**src/rtl/cla_mp_pkg.sv**
```systemverilog
// ============================================================================
// Module : cla_mp_pkg
// Brief  : Shared types and constants for the multi-precision CLA controller.
// Rev    : 1.0 - initial release
// ============================================================================
`default_nettype none

package cla_mp_pkg;

  localparam int WORD_W        = 32;
  localparam int DEF_MAX_WORDS = 8;

  typedef enum logic [1:0] {
    IDLE  = 2'd0,
    RUN   = 2'd1,
    DRAIN = 2'd2,
    DONE  = 2'd3
  } state_t;

endpackage : cla_mp_pkg

`default_nettype wire

```
**src/rtl/cla_mp_add_ctrl_cla.sv**
```systemverilog
// ============================================================================
// Module : CLA_adder
// Brief  : 32-bit two-level carry-lookahead adder. Eight 4-bit groups each
//          compute their internal carries from the group carry-in; group
//          generate/propagate terms are combined into the group carries.
// Rev    : 1.0 - initial release
// ============================================================================
`default_nettype none

module CLA_adder (
  input  logic [31:0] A,
  input  logic [31:0] B,
  input  logic        Cin,
  output logic [31:0] Sum,
  output logic        Cout,
  output logic        Overflow
);

  logic [31:0] g;
  logic [31:0] p;
  logic [7:0]  grp_g;
  logic [7:0]  grp_p;
  logic [8:0]  gc;
  logic [31:0] bit_cin;

  assign g = A & B;
  assign p = A ^ B;

  // Per-group generate/propagate and in-group lookahead carries
  for (genvar k = 0; k < 8; k++) begin : g_grp
    localparam int BB = 4 * k;

    assign grp_g[k] = g[BB+3]
                    | (p[BB+3] & g[BB+2])
                    | (p[BB+3] & p[BB+2] & g[BB+1])
                    | (p[BB+3] & p[BB+2] & p[BB+1] & g[BB]);
    assign grp_p[k] = p[BB+3] & p[BB+2] & p[BB+1] & p[BB];

    assign bit_cin[BB]   = gc[k];
    assign bit_cin[BB+1] = g[BB] | (p[BB] & gc[k]);
    assign bit_cin[BB+2] = g[BB+1] | (p[BB+1] & g[BB])
                         | (p[BB+1] & p[BB] & gc[k]);
    assign bit_cin[BB+3] = g[BB+2] | (p[BB+2] & g[BB+1])
                         | (p[BB+2] & p[BB+1] & g[BB])
                         | (p[BB+2] & p[BB+1] & p[BB] & gc[k]);
  end

  // Group-level carry chain from the group G/P terms
  always_comb begin
    gc[0] = Cin;
    for (int k = 0; k < 8; k++) begin
      gc[k+1] = grp_g[k] | (grp_p[k] & gc[k]);
    end
  end

  assign Sum      = p ^ bit_cin;
  assign Cout     = gc[8];
  assign Overflow = gc[8] ^ bit_cin[31];

endmodule : CLA_adder

`default_nettype wire

```
**src/rtl/cla_mp_add_ctrl.sv**
```systemverilog
// ============================================================================
// Module : cla_mp_add_ctrl
// Brief  : Multi-precision add/subtract controller. Streams 32-bit operand
//          words LS-first through one shared CLA, chaining the carry between
//          words, and streams sum words out over valid/ready.
// Rev    : 1.0 - initial release
// ============================================================================
`default_nettype none

module cla_mp_add_ctrl
  import cla_mp_pkg::*;
#(
  parameter int MAX_WORDS = DEF_MAX_WORDS,
  parameter int CW        = $clog2(MAX_WORDS + 1)
) (
  input  logic              clk,
  input  logic              rst,
  input  logic              start,
  input  logic              sub,
  input  logic [CW-1:0]     nwords,
  output logic              busy,
  input  logic              in_valid,
  output logic              in_ready,
  input  logic [WORD_W-1:0] A_word,
  input  logic [WORD_W-1:0] B_word,
  output logic              out_valid,
  input  logic              out_ready,
  output logic [WORD_W-1:0] Sum_word,
  output logic              out_last,
  output logic              Cout,
  output logic              Overflow,
  output logic              done
);

  state_t            state;
  logic              sub_q;
  logic [CW-1:0]     len_q;
  logic              carry_q;
  logic [CW-1:0]     word_cnt;

  logic [WORD_W-1:0] cla_b;
  logic [WORD_W-1:0] cla_sum;
  logic              cla_cout;
  logic              cla_ovf;
  logic              accept;
  logic              last_word;
  logic              legal_len;

  // Subtraction is A + ~B + 1; the +1 comes from carry_q being preset to sub
  assign cla_b = sub_q ? ~B_word : B_word;

  CLA_adder u_cla (
    .A        (A_word),
    .B        (cla_b),
    .Cin      (carry_q),
    .Sum      (cla_sum),
    .Cout     (cla_cout),
    .Overflow (cla_ovf)
  );

  assign busy      = (state != IDLE);
  assign in_ready  = (state == RUN) && (!out_valid || out_ready);
  assign accept    = in_valid && in_ready;
  assign last_word = (word_cnt == len_q - CW'(1));
  assign legal_len = (nwords != '0) && (nwords <= CW'(MAX_WORDS));

  // Controller FSM, carry chain, counter and final flag capture
  always_ff @(posedge clk) begin
    if (rst) begin
      state    <= IDLE;
      sub_q    <= 1'b0;
      len_q    <= '0;
      carry_q  <= 1'b0;
      word_cnt <= '0;
      Cout     <= 1'b0;
      Overflow <= 1'b0;
      done     <= 1'b0;
    end else begin
      done <= 1'b0;
      case (state)
        IDLE: begin
          if (start && legal_len) begin
            sub_q    <= sub;
            len_q    <= nwords;
            carry_q  <= sub;
            word_cnt <= '0;
            Cout     <= 1'b0;
            Overflow <= 1'b0;
            state    <= RUN;
          end
        end
        RUN: begin
          if (accept) begin
            carry_q  <= cla_cout;
            word_cnt <= word_cnt + CW'(1);
            if (last_word) begin
              Cout     <= cla_cout;
              Overflow <= cla_ovf;
              state    <= DRAIN;
            end
          end
        end
        DRAIN: begin
          if (out_valid && out_ready && out_last) begin
            done  <= 1'b1;
            state <= DONE;
          end
        end
        DONE: begin
          state <= IDLE;
        end
        default: begin
          state <= IDLE;
        end
      endcase
    end
  end

  // One-deep output register: load on accept, empty when consumed
  always_ff @(posedge clk) begin
    if (rst) begin
      out_valid <= 1'b0;
      out_last  <= 1'b0;
      Sum_word  <= '0;
    end else if (accept) begin
      out_valid <= 1'b1;
      out_last  <= last_word;
      Sum_word  <= cla_sum;
    end else if (out_valid && out_ready) begin
      out_valid <= 1'b0;
      out_last  <= 1'b0;
    end
  end

endmodule : cla_mp_add_ctrl

`default_nettype wire

```
**config.mk**
```make
export PLATFORM = sky130hd
export DESIGN_NAME = cla_mp_add_ctrl
export DESIGN_NICKNAME = d
export VERILOG_FILES = /design/src/rtl/cla_mp_pkg.sv /design/src/rtl/cla_mp_add_ctrl_cla.sv /design/src/rtl/cla_mp_add_ctrl.sv
export SDC_FILE = /design/constraint.sdc
export NUM_CORES = 1
export LEC_CHECK = 0
export BUFFER_PORTS_ARGS = -buffer_cell sky130_fd_sc_hd__buf_2
export CAP_MARGIN = 20
export CORE_ASPECT_RATIO = 0.8
export CORE_UTILIZATION = 57
export DETAILED_ROUTE_END_ITERATION = 12
export GPL_TIMING_DRIVEN = 0
export PLACE_DENSITY = 0.87
export SETUP_SLACK_MARGIN = 0.1
export SKIP_CTS_REPAIR_TIMING = 1
export SYNTH_ARGS = -nofsm -noshare
export SYNTH_HDL_FRONTEND = slang
export SYNTH_HIERARCHICAL = 1
export SYNTH_SLANG_ARGS = --single-unit
```
**constraint.sdc**
```tcl
create_clock -name clk -period 9.95 [get_ports clk]
set_clock_uncertainty 0.05 [all_clocks]
set_input_delay 0.995 -clock clk [delete_from_list [all_inputs] [get_ports clk]]
set_output_delay 0.995 -clock clk [all_outputs]
set_load 0.02 [all_outputs]
```
Yosys cells after proc, flatten, opt, wreduce, memory -nomap -nowiden
Index checks and enable logic that the tools add are counted.

word-level totals
  bits in registers = 49
  bits of input ports = 74
  output and inout port bits = 39

operators by class
  $add $sub $neg = 2
  order comparisons = 1
  equality and inequality tests = 8
  muxes and demuxes = 23
  bitwise gates (word level) = 214
  reduce and logical (&&, ||, !) cells = 18

operators by type and width
  operator                                               count
  AND 1 bit                                              128
  OR 1 bit                                               80
  XOR 32 bit                                             2
  AND 32 bit                                             1
  two-way mux 32 bit                                     1
  NOT 32 bit                                             1
  two-way mux 1 bit                                      11
  two-way mux 2 bit                                      4
  two-way mux 4 bit                                      2
  inequality test 2 bit, second input constant           4
  one-hot mux 2 bit (4 select lines)                     1
  one-hot mux 4 bit (2 select lines)                     1
  AND reduction 4 bit                                    2
  logical AND 1 bit                                      6
  one-hot mux 1 bit (2 select lines)                     3
  nonzero test 2 bit                                     3
  adder 4 x 1 -> 4 bit, second input constant            1
  == test 2 bit, second input constant                   2
  == test 4 bit                                          1
  less-or-equal comparator 4 bit, second input constant  1
  nonzero test 4 bit                                     1
  subtractor 4 x 1 -> 4 bit, second input constant       1
  AND reduction 3 bit                                    1
  == test 2 x 1 -> 1 bit, second input constant          1
  other kinds (7)                                        7

Depth between registers and ports, before layout
  word-level depth = 26
  mapped depth = 15

Modules after synthesis
The synthesis kept the hierarchy.

modules (own cells, without submodules)
  module           instances  cells each  area each (sq um)  seq. area each (sq um)
  cla_mp_add_ctrl  1          275         2319.7             980.9
  CLA_adder        1          190         1587.8             0.0

Least setup slack after synthesis
No wires, ideal clock.

  path kind = in2reg
  from = input B_word[10]
  to = register Sum_word[25]
  library setup time = 0.132 ns
  arrival = 3.602 ns
  required time = 9.768 ns
  slack = 6.165 ns
  cell stages on the path = 13
  path buffers = 0
  cell sequence = xor2_1 -> ha_1 -> a21o_1 -> a221oi_2 -> a2bb2oi_2 -> a21bo_4 -> a211oi_4 -> nor2_2 -> a211o_1 -> fa_1 -> xor2_1 -> nand2_1 -> a21oi_1

on the way
  longest elaborated chain between the ends = 17
  elaborated cells between the ends (all ways) = 24

ends and longest elaborated chain
  item                                             line                                                  RTL
  start: declaration                               cla_mp_add_ctrl.sv:25                                 input logic [WORD_W-1:0] B_word,
  NOT 32 bit                                       cla_mp_add_ctrl.sv:50                                 assign cla_b = sub_q ? ~B_word : B_word;
  two-way mux 32 bit (*)                           cla_mp_add_ctrl.sv:50
  AND 32 bit / XOR 32 bit (equally long branches)  cla_mp_add_ctrl_cla.sv:26, cla_mp_add_ctrl_cla.sv:27
  AND 1 bit, on equally long branches              n/a
  OR 1 bit (tied with other cells)                 cla_mp_add_ctrl_cla.sv:34                             | (p[BB+3] & g[BB+2])
  OR 1 bit (tied with other cells)                 cla_mp_add_ctrl_cla.sv:35                             | (p[BB+3] & p[BB+2] & g[BB+1])
  OR 1 bit / AND 1 bit (equally long branches)     cla_mp_add_ctrl_cla.sv:36, cla_mp_add_ctrl_cla.sv:52
  OR 1 bit (*)                                     cla_mp_add_ctrl_cla.sv:52                             gc[k+1] = grp_g[k] | (grp_p[k] & gc[k]);
  [2 not listed]                                   n/a
  AND 1 bit (*)                                    cla_mp_add_ctrl_cla.sv:52
  OR 1 bit (*)                                     cla_mp_add_ctrl_cla.sv:52
  AND 1 bit (*)                                    cla_mp_add_ctrl_cla.sv:52
  OR 1 bit (*)                                     cla_mp_add_ctrl_cla.sv:52
  AND 1 bit (*)                                    cla_mp_add_ctrl_cla.sv:40                             assign bit_cin[BB+1] = g[BB] | (p[BB] & gc[k]);
  OR 1 bit (*)                                     cla_mp_add_ctrl_cla.sv:40
  XOR 32 bit (*)                                   cla_mp_add_ctrl_cla.sv:56                             assign Sum = p ^ bit_cin;
  net cla_sum[25]                                  cla_mp_add_ctrl.sv:42                                 logic [WORD_W-1:0] cla_sum;
  end signal: assignment                           cla_mp_add_ctrl.sv:128                                Sum_word <= cla_sum;
  end: declaration                                 cla_mp_add_ctrl.sv:28                                 output logic [WORD_W-1:0] Sum_word,

The timed path passes the listed nets; every way through them passes the cells marked *.
A chain may end at the register's enable or synchronous reset.

Final worst setup path
  from = register sub_q
  to = register Sum_word[25]

on the way
  elaborated cells between the ends (all ways) = 72

RTL lines
  item                                             line                                                  RTL
  start: declaration                               cla_mp_add_ctrl.sv:36                                 logic sub_q;
  start signal: assignment                         cla_mp_add_ctrl.sv:83                                 sub_q <= sub;
  two-way mux 32 bit (*)                           cla_mp_add_ctrl.sv:50
  net cla_b[10]                                    cla_mp_add_ctrl.sv:41                                 logic [WORD_W-1:0] cla_b;
  AND 32 bit / XOR 32 bit (equally long branches)  cla_mp_add_ctrl_cla.sv:26, cla_mp_add_ctrl_cla.sv:27
  AND 1 bit, on equally long branches              n/a
  OR 1 bit (tied with other cells)                 cla_mp_add_ctrl_cla.sv:34
  OR 1 bit (tied with other cells)                 cla_mp_add_ctrl_cla.sv:35
  OR 1 bit / AND 1 bit (equally long branches)     cla_mp_add_ctrl_cla.sv:36, cla_mp_add_ctrl_cla.sv:52
  OR 1 bit (*)                                     cla_mp_add_ctrl_cla.sv:52
  [2 not listed]                                   n/a
  AND 1 bit (*)                                    cla_mp_add_ctrl_cla.sv:52
  OR 1 bit (*)                                     cla_mp_add_ctrl_cla.sv:52
  AND 1 bit (*)                                    cla_mp_add_ctrl_cla.sv:52
  OR 1 bit (*)                                     cla_mp_add_ctrl_cla.sv:52
  AND 1 bit (*)                                    cla_mp_add_ctrl_cla.sv:40
  OR 1 bit (*)                                     cla_mp_add_ctrl_cla.sv:40
  XOR 32 bit (*)                                   cla_mp_add_ctrl_cla.sv:56
  net cla_sum[25]                                  cla_mp_add_ctrl.sv:42

Marked as above.

==> impl_results.md <==
- Crit path cell chain: clkbuf_1, buf_2, xor2_1, ha_1, and3_2, a221oi_2, a2bb2oi_2, a21bo_4, a211oi_4, nor2_2, a211o_1, fa_1, xor2_1, nand2_1, a21oi_1
- Largest net degree at the start of global routing: 19
- Post-Route M1 WL: 4.33 mm
- Residual DRC: 0
- Root Buffer: clkbuf_8
- Pwr/cell area: roughly 180 nW/µm²
- Routed Antenna Nets: 0
- Via/cell ratio: ~5.7
- Startpoint type of the worst setup path: register
- Synth Area per Inst: 8.40 µm²
- Vias in the first global route: between 3000 and 4000
- CTS HTree Levels: 2
- Sequential share of the synthesized area: between 20% and 30%
- Initial Utilization: ~60%
- Routed wl met3: roughly 670 µm
- Headroom to the max-slew limit: between 30% and 40%
- Worst vdd ir: about 0.085 mV
- Initial antenna violation count: 0
- Worst path max stage delay: between 0.3 and 0.4 ns
- Final worst path period need: 4.02 ns
- FP Rows: 26
- Biggest area consumer among synthesized cells: dfxtp_1
- Core area: ~6500 µm²
- Share of the synthesized area in the top cell type: 25.1%
- Drt total wl: between 9 and 10 mm
- CP Data Required Time: a little over 10 ns
- RSZ-0062 raised after global routing: no
- Fin util: between 70% and 80%
- Worst-skew pair later-pin latency: roughly 0.32 ns
- CP Buf/Inv Count: 2
- Main area contributors after synthesis: dfxtp_1, ha_1, xor2_1, nand2_1, a21oi_1
- Total GRT Usage: between 20 and 30%
- Routed len/inst: around 15 µm
- Final GP Congestion: roughly 0.9
- Clock sinks: 49
- DR iter-0 viols: ~250
- First-pass GRT wire length: between 15 and 20 mm
- Worst-path fanout max: 10
- Post-synth EDFFs: 0
- Hold WC Path Type: register to register
- Crit. End Element: register
- Fmax: between 200 and 250 MHz
- Main synth FF type: dfxtp_1
- Worst path most repeated cell: xor2_1
- Area Growth Syn to Fin: 19.5%
- Async SR Flop Fraction: 0%
- Static leakage: ~2.2 nW
- Non-Filler Instances: 669
- Ports: 113
- Worst-Margin Slew: a little under 1 ns
- CTS tree: built
- Clock slew at reported path FFs: approximately 0.11 ns
- Delay-heaviest family, CP: compound AO/OA/AOI/OAI gates
- DP Area: roughly 4600 µm²
- Top layer in use: met4
- Final Hold Violating Endpoints: 0
- Outcome: finished, final reports clean
- DR pass1 iterations: 5
- Synth warn: 6
- Cell total after placement: between 600 and 700
- Via count: around 3800
- Final setup fails: 0
- CP arrival: approximately 4.2 ns
- Chip height: between 70 and 80 µm
- CTS buffer count: 5
- Die area: between 7000 and 8000 µm²
- Diode count: 0
- Post-Syn Nets: 584
- DP HPWL: about 8.0 mm
- CP max stage cell: fa_1
- Post-Synthesis Cells: 465
- Post-Syn Area: slightly below 4000 µm²
- Nets: ~700
- Fin. max-slew vios: 0
- Die Span X: ~95 µm
- Grt ovf: 0
- FF+latch count, synth: between 40 and 50
- Setup TNS: 0 ns
- Clock Tree Buf Depth: 2
- Critical path type: register to register
- Metal2 WL: around 4.7 mm
- Distinct cells, synth: 64
- Max Cap Viol: 0
- Final Cycle Share: about two fifths
- Final instance area: roughly 4700 µm²
- Fraction of layout cells with a size suffix above 1: 25.6%
- Port buffer count: approximately 110
worst paths after layout:
path                             startpoint                        end  slack (ns)  cells after the start
setup / recovery         sub_q$_SDFFE_PP0P_  Sum_word[25]$_SDFFE_PP0P_        5.93                     15
setup reg to reg         sub_q$_SDFFE_PP0P_  Sum_word[25]$_SDFFE_PP0P_        5.93                     15
hold / removal    Sum_word[12]$_SDFFE_PP0P_  Sum_word[12]$_SDFFE_PP0P_        0.41                      2
hold reg to reg   Sum_word[12]$_SDFFE_PP0P_  Sum_word[12]$_SDFFE_PP0P_        0.41                      2
flip-flops by register name, indices dropped and copies added (netlist names):
| signal | flops |
|---|---|
| Sum_word | 32 |
| Cout | 1 |
| done | 1 |
| state | 2 |
| carry_q | 1 |
| Overflow | 1 |
| out_last | 1 |
| len_q | 4 |
| word_cnt | 4 |
| sub_q | 1 |
| out_valid | 1 |
cells by family (layout without fill, tap and decap cells):
| family | Yosys count | after routing | synth area share (%) |
|---|---|---|---|
| DFF | 49 | 49 | 25.1 |
| AOI/OAI and AO/OA | 115 | 115 | 21.3 |
| muxes | 7 | 7 | 1.79 |
| and+or+nand+nor | 152 | 152 | 18.7 |
| buffers and inverters | 37 | 157 | 3.68 |
| adders and majority gates | 45 | 45 | 15.9 |
| xor gates and xnor gates | 60 | 60 | 13.4 |
power by group:
group / total [mW] / internal (mW) / switching, mW
Sequential: 0.241 / 0.224 / 0.0171
Clock: 0.132 / 0.0527 / 0.0789
Combinational: 0.476 / 0.188 / 0.288
tightest hold or removal path: cells and delay by family (launching register included):
family             cells  cell delay (ns)
and+or+nand+nor        1             0.05
AOI/OAI and AO/OA      1             0.05
DFF                    1             0.32
per-layer routing:
layer | track usage (%) | vias to the layer above
li1 | - | 1872
met3 | 4.09 | 29
met5 | 0 | -
met4 | 7.73 | 0
met2 | 47.6 | 167
met1 | 35.9 | 1772
metrics by stage:
stage	hold slack, ns	total power, mW	worst slack, ns
6_report	0.405	0.848	5.93
5_1_grt	0.433	0.907	5.80
4_1_cts	0.409	0.843	5.96
3_5_place_dp	0.395	0.712	5.82
3_3_place_gp	0.388	0.693	5.89
2_1_floorplan	0.418	0.594	6.17
final cells by class:
class / instances / area (µm²)
Tap cell: 84 / 105
Timing Repair Buffer: 112 / 561
Inverter: 19 / 71.3
Multi-Input combinational cell: 379 / 2780
Clock buffer: 5 / 68.8
Sequential cell: 49 / 981
Clock inverter: 3 / 28.8
Buffer: 18 / 72.6
Fill cell: 518 / 1840
synthesized netlist by cell type, drive strengths merged (6+ instances only):
library cell	number
nor2	19
a21oi	53
ha	37
xnor2	14
fa	8
nor3	9
dfxtp	49
a211oi	6
mux2i	7
a21o	8
and3	7
o21ai	14
nand3	8
xor2	46
clkbuf	14
a31oi	6
inv	19
nand2	81
layout by cell type, fill, tap and decap left out, drive strengths merged, types with 3 or more instances in the layout:
master,synthesis,final
ha,37,37
a211o,3,3
clkbuf,14,19
buf,4,116
nor3,9,9
fa,8,8
and2,4,4
nor2,19,19
nor2b,3,3
inv,19,21
nand2,81,81
a21o,8,8
nand3,8,8
mux2i,7,7
nand2b,4,4
o41ai,3,3
a31oi,6,6
o31ai,3,3
a21oi,53,53
o21ai,14,14
a221oi,4,4
a211oi,6,6
nand4,3,3
dfxtp,49,49
and3,7,7
xnor2,14,14
o21bai,3,3
xor2,46,46
Power figures use the tool's default switching activity.
